===== config.mk =====
export PLATFORM = sky130hd
export DESIGN_NAME = count_display_driver
export DESIGN_NICKNAME = d
export VERILOG_FILES = /design/src/rtl/count_display_driver.sv
export SDC_FILE = /design/constraint.sdc
export NUM_CORES = 1
export LEC_CHECK = 0
export ABC_AREA = 0
export CORE_UTILIZATION = 25
export CTS_BUF_LIST = sky130_fd_sc_hd__clkbuf_16
export DETAILED_ROUTE_END_ITERATION = 6
export PLACE_DENSITY_LB_ADDON = 0.2
export SYNTH_ARGS = -nofsm -noshare
export SYNTH_HDL_FRONTEND = slang
export SYNTH_SLANG_ARGS = --single-unit

===== constraint.sdc =====
create_clock -name clk -period 4.6 [get_ports clk]
set_clock_uncertainty 0.1 [all_clocks]
set_input_delay 1.38 -clock clk [delete_from_list [all_inputs] [get_ports clk]]
set_output_delay 1.38 -clock clk [all_outputs]
set_load 0.1 [all_outputs]

===== src/rtl/count_display_driver.sv =====
// Captures a 4-bit counter value, splits it into two BCD digits and scans them onto one
// 7-segment bus. Optional leading-zero blanking: define COUNT_DISPLAY_LEADING_ZERO_BLANK_EN.
module count_display_driver #(
  parameter int SCAN_DIV = 4
) (
  input  logic       clk,
  input  logic       clr,
  input  logic       load,
  input  logic [3:0] count_in,
  output logic [6:0] seg,
  output logic [1:0] dig
);

  localparam int PRE_W = (SCAN_DIV > 1) ? $clog2(SCAN_DIV) : 1;
  localparam logic [PRE_W-1:0] PRE_MAX = PRE_W'(SCAN_DIV - 1);

  typedef enum logic {
    UNITS = 1'b0,
    TENS  = 1'b1
  } scan_state_t;

  scan_state_t      state_r, state_s;
  logic [3:0]       cap_r;
  logic [PRE_W-1:0] pre_r;
  logic             tens_s;
  logic [3:0]       units_s;
  logic             pre_wrap_s;
  logic [6:0]       seg_s;
  logic [1:0]       dig_s;

  function automatic logic [6:0] seg_encode(input logic [3:0] digit);
    logic [6:0] pattern;
    case (digit)
      4'd0:    pattern = 7'h3F;
      4'd1:    pattern = 7'h06;
      4'd2:    pattern = 7'h5B;
      4'd3:    pattern = 7'h4F;
      4'd4:    pattern = 7'h66;
      4'd5:    pattern = 7'h6D;
      4'd6:    pattern = 7'h7D;
      4'd7:    pattern = 7'h07;
      4'd8:    pattern = 7'h7F;
      4'd9:    pattern = 7'h6F;
      default: pattern = 7'h00;
    endcase
    return pattern;
  endfunction

  // BCD split, scan next-state and the next segment/digit drive
  always_comb begin
    tens_s     = (cap_r >= 4'd10);
    units_s    = cap_r;
    pre_wrap_s = (pre_r == PRE_MAX);
    state_s    = state_r;
    seg_s      = 7'h00;
    dig_s      = 2'b00;
    if (tens_s) begin
      units_s = cap_r - 4'd10;
    end else begin
      units_s = cap_r;
    end
    case (state_r)
      UNITS: begin
        seg_s = seg_encode(units_s);
        dig_s = 2'b01;
        if (pre_wrap_s) begin
          state_s = TENS;
        end else begin
          state_s = UNITS;
        end
      end
      TENS: begin
        dig_s = 2'b10;
`ifdef COUNT_DISPLAY_LEADING_ZERO_BLANK_EN
        if (tens_s) begin
          seg_s = seg_encode(4'd1);
        end else begin
          seg_s = 7'h00;
        end
`else
        seg_s = seg_encode({3'b000, tens_s});
`endif
        if (pre_wrap_s) begin
          state_s = UNITS;
        end else begin
          state_s = TENS;
        end
      end
      default: begin
        state_s = UNITS;
      end
    endcase
  end

  // Scan state register
  always_ff @(posedge clk or posedge clr) begin
    if (clr) begin
      state_r <= UNITS;
    end else begin
      state_r <= state_s;
    end
  end

  // Capture register, prescaler and registered display outputs
  always_ff @(posedge clk or posedge clr) begin
    if (clr) begin
      cap_r <= 4'd0;
      pre_r <= '0;
      seg   <= 7'h00;
      dig   <= 2'b00;
    end else begin
      if (load) begin
        cap_r <= count_in;
      end
      if (pre_wrap_s) begin
        pre_r <= '0;
      end else begin
        pre_r <= pre_r + PRE_W'(1);
      end
      seg <= seg_s;
      dig <= dig_s;
    end
  end

endmodule


==> insert_results.sql, run 1 <==
INSERT INTO impl_metrics (metric_group, metric, value, unit) VALUES
('outcome', 'status', 'complete, no violations', ''),
('floorplan', 'die_area', '3860', 'sq um'),
('synthesis', 'postSynth.topFlopCell', 'dfrtp_1', ''),
('timing', 'timing.setup.tns', '0', 'ps'),
('global_route', 'grt_pass1_wl', '3280', 'microns'),
('timing', 'hold_viol_final', '0', ''),
('floorplan', 'placement_rows', '21', ''),
('global_route', 'grt_antenna_before_repair', '0', ''),
('detailed_routing', 'detail_route.wirelength', '1810', 'microns'),
('global_route', 'use_met2', '0.177', ''),
('floorplan', 'starting_density_of_the_core', '0.267', ''),
('detailed_routing', 'final_antenna_net_count', '0', ''),
('timing', 'fmax', '315', 'MHz'),
('cts', 'cts-root-buf', 'clkbuf_16', ''),
('global_route', 'grt_start_max_net_pins', '17', ''),
('power', 'sequential_power_share', '0.316', ''),
('power', 'p_clk_frac', '0.316', ''),
('min_path', 'path_class_of_the_lowest_slack_min_delay_path', 'flip-flop to flip-flop', ''),
('layout', 'finalNetCount', '120', ''),
('layout', 'fin_util', '0.340', ''),
('cts', 'cts_inserted_buffers', '3', ''),
('timing', 'setup_violations', '0', ''),
('timing', 'min_period', '3170', 'ps'),
('placement', 'gp_routability_congestion', '0.861', ''),
('synthesis', 'synthesized_cell_area', '905', 'sq um'),
('power', 'internal-power', '0.328', 'mW'),
('cts', 'post_cts_gate_resize_count', '0', ''),
('cts', 'clk_pin_slew_worst_paths', '50', 'ps'),
('global_route', 'gr-usage-all-layers', '0.107', ''),
('layout', 'postLayoutCellArea', '1150', 'sq um'),
('flow_run', 'max_cap_viol_count', '0', ''),
('synthesis', 'synth-warning-count', '0', ''),
('detailed_routing', 'wl_per_cell', '11.8', 'microns'),
('synthesis', 'seq_area_frac_synth', '0.443', ''),
('worst_setup_path', 'timing.critical_path.max_delay_family', 'buffers and inverters', ''),
('synthesis', 'synth.distinct_cells', '29', ''),
('power', 'comb_power_share', '0.368', ''),
('worst_setup_path', 'critical_path.endpoint_type', 'primary output', ''),
('timing', 'slew_headroom', '0.354', ''),
('worst_setup_path', 'cp_data_arrival_time', '1690', 'ps'),
('worst_setup_path', 'critical-path-slowest-cell', 'clkdlybuf4s50_1', ''),
('synthesis', 'ys_seq_elements', '16', ''),
('detailed_routing', 'drc', '0', ''),
('floorplan', 'fp.dieW', '62.2', 'microns'),
('worst_setup_path', 'crit_buf_inv', '1', ''),
('detailed_routing', 'detail_route.first_pass.iterations', '4', ''),
('detailed_routing', 'violation_count_after_the_first_detailed_routing_iteration', '17', ''),
('global_route', 'busiest_layer', 'met2', ''),
('synthesis', 'postSynthNetCount', '106', ''),
('power', 'cellLeakagePower', '0.480', 'nW'),
('layout', 'n_antenna_cell', '0', ''),
('worst_setup_path', 'crit_path_cell_trace', 'clkdlybuf4s50_1', ''),
('cts', 'holdBufCountCts', '0', ''),
('placement', 'place.port_buffers', '15', ''),
('timing', 'post_route_hold_slack', '335', 'ps'),
('power', 'netSwitchingPower', '0.213', 'mW'),
('layout', 'layout-area-overhead-vs-synth', '27.4', '%'),
('detailed_routing', 'vias', '734', ''),
('cts', 'tritoncts_clock_tree', 'built', ''),
('synthesis', 'post_synth_main_area_contributors', 'dfrtp_1 (44%), ha_1 (6.9%), o21ai_0 (6.6%), mux2i_1 (4.4%), a21oi_1 (3.9%)', ''),
('synthesis', 'netlist.area_leader.share', '0.443', ''),
('cts', 'postCtsSetupBuffers', '0', ''),
('timing', 'final_min_period_over_clock_period', '0.689', ''),
('cts', 'cts_buffer_depth', '2', ''),
('synthesis', 'synth_edf_count', '0', ''),
('synthesis', 'synthMostInstantiatedCell', 'dfrtp_1', ''),
('global_route', 'first_global_vias', '710', ''),
('global_route', 'gr-total-overflow', '0', ''),
('worst_setup_path', 'timing.critical_path.from_type', 'flip-flop', ''),
('placement', 'dp.final_hpwl', '1320', 'microns'),
('power', 'power_density', '470', 'nW/um^2');
[worst paths after layout]
kind / startpoint / slack [ps] / depth (start not counted) / endpoint
max reg2reg: cap_r[1] / 2330 / 6 / seg[3]
min reg2reg: pre_r[0] / 340 / 1 / pre_r[0]
max in group asynchronous: clr / 2600 / 2 / cap_r[2]
max: seg[6] / 1430 / 1 / seg[6]
min: pre_r[0] / 340 / 1 / pre_r[0]
min in group asynchronous: clr / 1410 / 2 / seg[6]
[worst reg2reg max path, cell delays in order, from the launching register on]
cell     delay, ps
dfrtp_1        600
inv_1          200
ha_1           610
nand2_1        180
a32oi_1        240
o31ai_1        120
a21oi_1        160
[area by class of cell]
| cell class | instances | area, sq um |
|---|---|---|
| Clock buffer | 3 | 75.1 |
| Clock inverter | 1 | 3.75 |
| Fill cell | 346 | 2240 |
| Inverter | 7 | 26.3 |
| Multi-Input combinational cell | 65 | 439 |
| Sequential cell | 16 | 400 |
| Tap cell | 46 | 57.6 |
| Timing Repair Buffer | 15 | 150 |
[metal layers]
layer	share of wire	vias up	wire length (microns)
met2	0.47	33	849
met1	0.44	338	801
met3	0.066	5	120
met4	0.021	0	38
met5	0	-	0
li1	-	358	-
[layout by cell type (no fill, tap or decap), drive strengths merged]
| cell | Yosys | final |
|---|---|---|
| inv | 7 | 7 |
| nor4 | 1 | 1 |
| and3b | 1 | 1 |
| nor2 | 6 | 6 |
| o22ai | 1 | 1 |
| a31oi | 3 | 3 |
| a21boi | 1 | 1 |
| a221o | 1 | 1 |
| dfrtp | 16 | 16 |
| clkinv | 0 | 1 |
| clkbuf | 0 | 3 |
| xor2 | 1 | 1 |
| o31ai | 1 | 1 |
| nand3b | 1 | 1 |
| o21ai | 12 | 12 |
| nand2b | 1 | 1 |
| xnor2 | 1 | 1 |
| o32a | 1 | 1 |
| a221oi | 1 | 1 |
| nand2 | 9 | 9 |
| ha | 5 | 5 |
| o21a | 2 | 2 |
| a21oi | 7 | 7 |
| nand3 | 3 | 3 |
| a32oi | 2 | 2 |
| mux2i | 4 | 4 |
| clkdlybuf4s50 | 0 | 15 |
[per-stage QoR]
step	total power, mW	worst slack [ps]	instances
floorplan	0.330	2240	94
global placement	0.370	1700	149
detailed placement	0.373	1690	149
CTS	0.546	1420	153
global route	0.564	1400	153
finish	0.541	1430	153
[power groups by stage]
stage               Sequential [mW]  Combinational [mW]  Clock [mW]
detailed placement            0.174               0.199           0
global placement              0.173               0.198           0
finish                        0.171               0.199       0.171
CTS                           0.171               0.200       0.175
global route                  0.174               0.210       0.180
floorplan                     0.260              0.0693           0
[logic make-up after synthesis]
group | count (synthesis) | synth area share
AOI/OAI and AO/OA | 32 | 0.234
DFF | 16 | 0.443
adders and majority gates | 5 | 0.0692
muxes | 4 | 0.0443
buffers and inverters | 13 | 0.0719
and+or+nand+nor | 22 | 0.119
xor gates and xnor gates | 2 | 0.0194
[state kept, by name, indices dropped and copies added, names as in the netlist]
register and cells:
seg 7, cap_r 4, dig 2, pre_r 2
state_r 1
Power figures use the tool's default switching activity.
==> run 2: changes to the inputs <==
Clock period 4.6 ns to 2.9 ns, I/O delays scaled along.
==> run 2 against run 1 <==
Against the previous run:
- wire length shrank 1.4%
- global-route usage shrank 0.67 points
- largest power group unchanged
- sequential share of layout area grew 0.69 points
- critical path depth grew 4
- die area is the same
- worst hold slack lost 17 ps
- critical path type is now flip-flop to flip-flop
- cell count is the same
- worst setup slack lost 680 ps
- via count shrank 4.9%
- combinational power grew 55%
- critical endpoint is now seg[4]
==> insert_results.sql, run 2 (synthesis gave the netlist of run 1 again) <==
INSERT INTO impl_metrics (metric_group, metric, value, unit) VALUES
('timing', 'hold_viol_final', '0', ''),
('worst_setup_path', 'crit_path_required_time', '2970', 'ps'),
('placement', 'dp.final_hpwl', '1270', 'microns'),
('timing', 'timing.setup.tns', '0', 'ps'),
('flow_run', 'max_cap_viol_count', '0', ''),
('cts', 'htree_levels', '1', ''),
('global_route', 'first_global_vias', '616', ''),
('layout', 'finalNetCount', '120', ''),
('worst_setup_path', 'crit_path_cell_trace', 'inv_1 > ha_1 > a31oi_4 > a221o_1 > a21oi_1', ''),
('floorplan', 'die_height', '62.2', 'microns'),
('timing', 'final_min_period_over_clock_period', '0.741', ''),
('timing', 'min_period', '2150', 'ps'),
('global_route', 'grt_pass1_wl', '2930', 'microns'),
('worst_setup_path', 'timing.critical_path.from_type', 'flip-flop', ''),
('cts', 'post_cts_gate_resize_count', '0', ''),
('global_route', 'grt_antenna_before_repair', '0', ''),
('floorplan', 'placement_rows', '21', ''),
('detailed_routing', 'wl_per_cell', '11.7', 'microns'),
('global_route', 'grt_start_max_net_pins', '17', ''),
('cts', 'clk_pin_slew_worst_paths', '50', 'ps'),
('layout', 'n_antenna_cell', '0', ''),
('worst_setup_path', 'cp_data_arrival_time', '2220', 'ps'),
('layout', 'top_register', 'seg', ''),
('timing', 'fmax', '466', 'MHz'),
('layout', 'post_route_cells_drive_above_1_share', '0.131', ''),
('cts', 'postCtsSetupBuffers', '0', ''),
('placement', 'place.port_buffers', '15', ''),
('detailed_routing', 'drc', '0', ''),
('layout', 'highest_count_cells_in_the_layout_ignoring_fill_and_taps', 'dfrtp_1 (16), o21ai_0 (12), nand2_1 (9), buf_4 (9)', ''),
('worst_setup_path', 'criticalPathCategory', 'flip-flop to flip-flop', ''),
('floorplan', 'fp.coreArea', '3390', 'sq um'),
('cts', 'holdBufCountCts', '0', ''),
('detailed_routing', 'final_antenna_net_count', '0', ''),
('timing', 'final-max-slew-violation-count', '0', ''),
('cts', 'clock_sinks', '16', ''),
('timing', 'post_route_hold_slack', '318', 'ps'),
('detailed_routing', 'detail_route.first_pass.iterations', '4', ''),
('layout', 'layout-area-overhead-vs-synth', '24.9', '%'),
('worst_setup_path', 'critical_path.endpoint_type', 'flip-flop', ''),
('cts', 'clk_latency', '250', 'ps'),
('cts', 'cts-root-buf', 'clkbuf_16', ''),
('floorplan', 'ports', '16', ''),
('global_route', 'gr-usage-all-layers', '0.100', ''),
('worst_setup_path', 'crit_buf_inv', '1', ''),
('worst_setup_path', 'timing.critical_path.max_delay_family', 'compound AO/OA/AOI/OAI gates', ''),
('detailed_routing', 'violation_count_after_the_first_detailed_routing_iteration', '19', ''),
('floorplan', 'starting_density_of_the_core', '0.267', ''),
('outcome', 'status', 'complete, no violations', ''),
('min_path', 'path_class_of_the_lowest_slack_min_delay_path', 'flip-flop to flip-flop', ''),
('worst_setup_path', 'critical-path-slowest-cell', 'dfrtp_1', ''),
('layout', 'commonest_non_fill_non_tap_cell_in_the_layout', 'dfrtp_1', ''),
('floorplan', 'fp.dieW', '62.2', 'microns'),
('power', 'vdd_drop_max', '0.000344', 'V'),
('worst_setup_path', 'cpPeakStageDelay', '570', 'ps'),
('layout', 'largest_reg_flops', '7', ''),
('worst_setup_path', 'critical_path_peak_fanout', '11', ''),
('timing', 'slew_headroom', '0.604', ''),
('detailed_routing', 'via_per_inst', '4.56', ''),
('detailed_routing', 'detail_route.wirelength', '1780', 'microns'),
('cts', 'tritoncts_clock_tree', 'built', ''),
('cts', 'cts_inserted_buffers', '3', ''),
('power', 'cellLeakagePower', '0.486', 'nW'),
('detailed_routing', 'vias', '698', ''),
('timing', 'worst_slew_pin_slew', '593', 'ps'),
('cts', 'cts_buffer_depth', '2', ''),
('timing', 'setup_violations', '0', ''),
('power', 'power_density', '753', 'nW/um^2'),
('timing', 'grt_setup_unrepaired', 'false', ''),
('layout', 'largest_registers', 'seg x7, cap_r x4', ''),
('floorplan', 'die_area', '3860', 'sq um'),
('global_route', 'gr-total-overflow', '0', ''),
('placement', 'gp_routability_congestion', '0.882', '');
==> run 2: cell types whose count changed in the layout (fill, tap and decap cells not counted), sizes merged <==
cell	change
clkdlybuf4s50	-9
buf	+9
==> run 2: final timing paths <==
kind,start,end,slack [ps],cells after the start
setup reg to reg,cap_r[1],seg[4],750,5
setup / recovery,cap_r[1],seg[4],750,5
hold reg to reg,pre_r[0],pre_r[0],320,1
max in group asynchronous,clr,seg[3],1420,2
hold / removal,pre_r[0],pre_r[0],320,1
min in group asynchronous,clr,seg[5],890,2
==> run 2: area by class of cell <==
| type | count | area (sq um) |
|---|---|---|
| tap | 46 | 57.6 |
| fill | 341 | 2260 |
| clock buffer | 3 | 75.1 |
| sequential | 16 | 400 |
| timing repair buffer | 15 | 128 |
| multi-input combinational | 65 | 439 |
| clock inverter | 1 | 3.75 |
| inverter | 7 | 26.3 |
==> run 2: metrics by stage <==
stage | power (mW) | std cells | worst slack, ps | utilization | cell area (sq um)
detailed placement | 0.583 | 149 | 760 | 0.310 | 1050
global placement | 0.584 | 149 | 801 | 0.310 | 1050
CTS | 0.857 | 153 | 746 | 0.333 | 1130
finish | 0.851 | 153 | 753 | 0.333 | 1130
global route | 0.887 | 153 | 589 | 0.333 | 1130
floorplan | 0.523 | 94 | 1040 | - | 905
==> run 2: metal layers <==
metal | vias to the layer above | share of wire | global-route usage
li1 | 359 | - | -
met1 | 306 | 0.48 | 0.134
met2 | 29 | 0.43 | 0.135
met3 | 4 | 0.075 | 0.0404
met4 | 0 | 0.018 | 0.0552
met5 | - | 0 | 0
==> run 2: power by group <==
| group | total [mW] | internal (mW) | switching [mW] | leakage [nW] |
|---|---|---|---|---|
| combinational | 0.308 | 0.0817 | 0.226 | 0.261 |
| sequential | 0.271 | 0.248 | 0.0232 | 0.186 |
| clock | 0.272 | 0.183 | 0.0889 | 0.0385 |
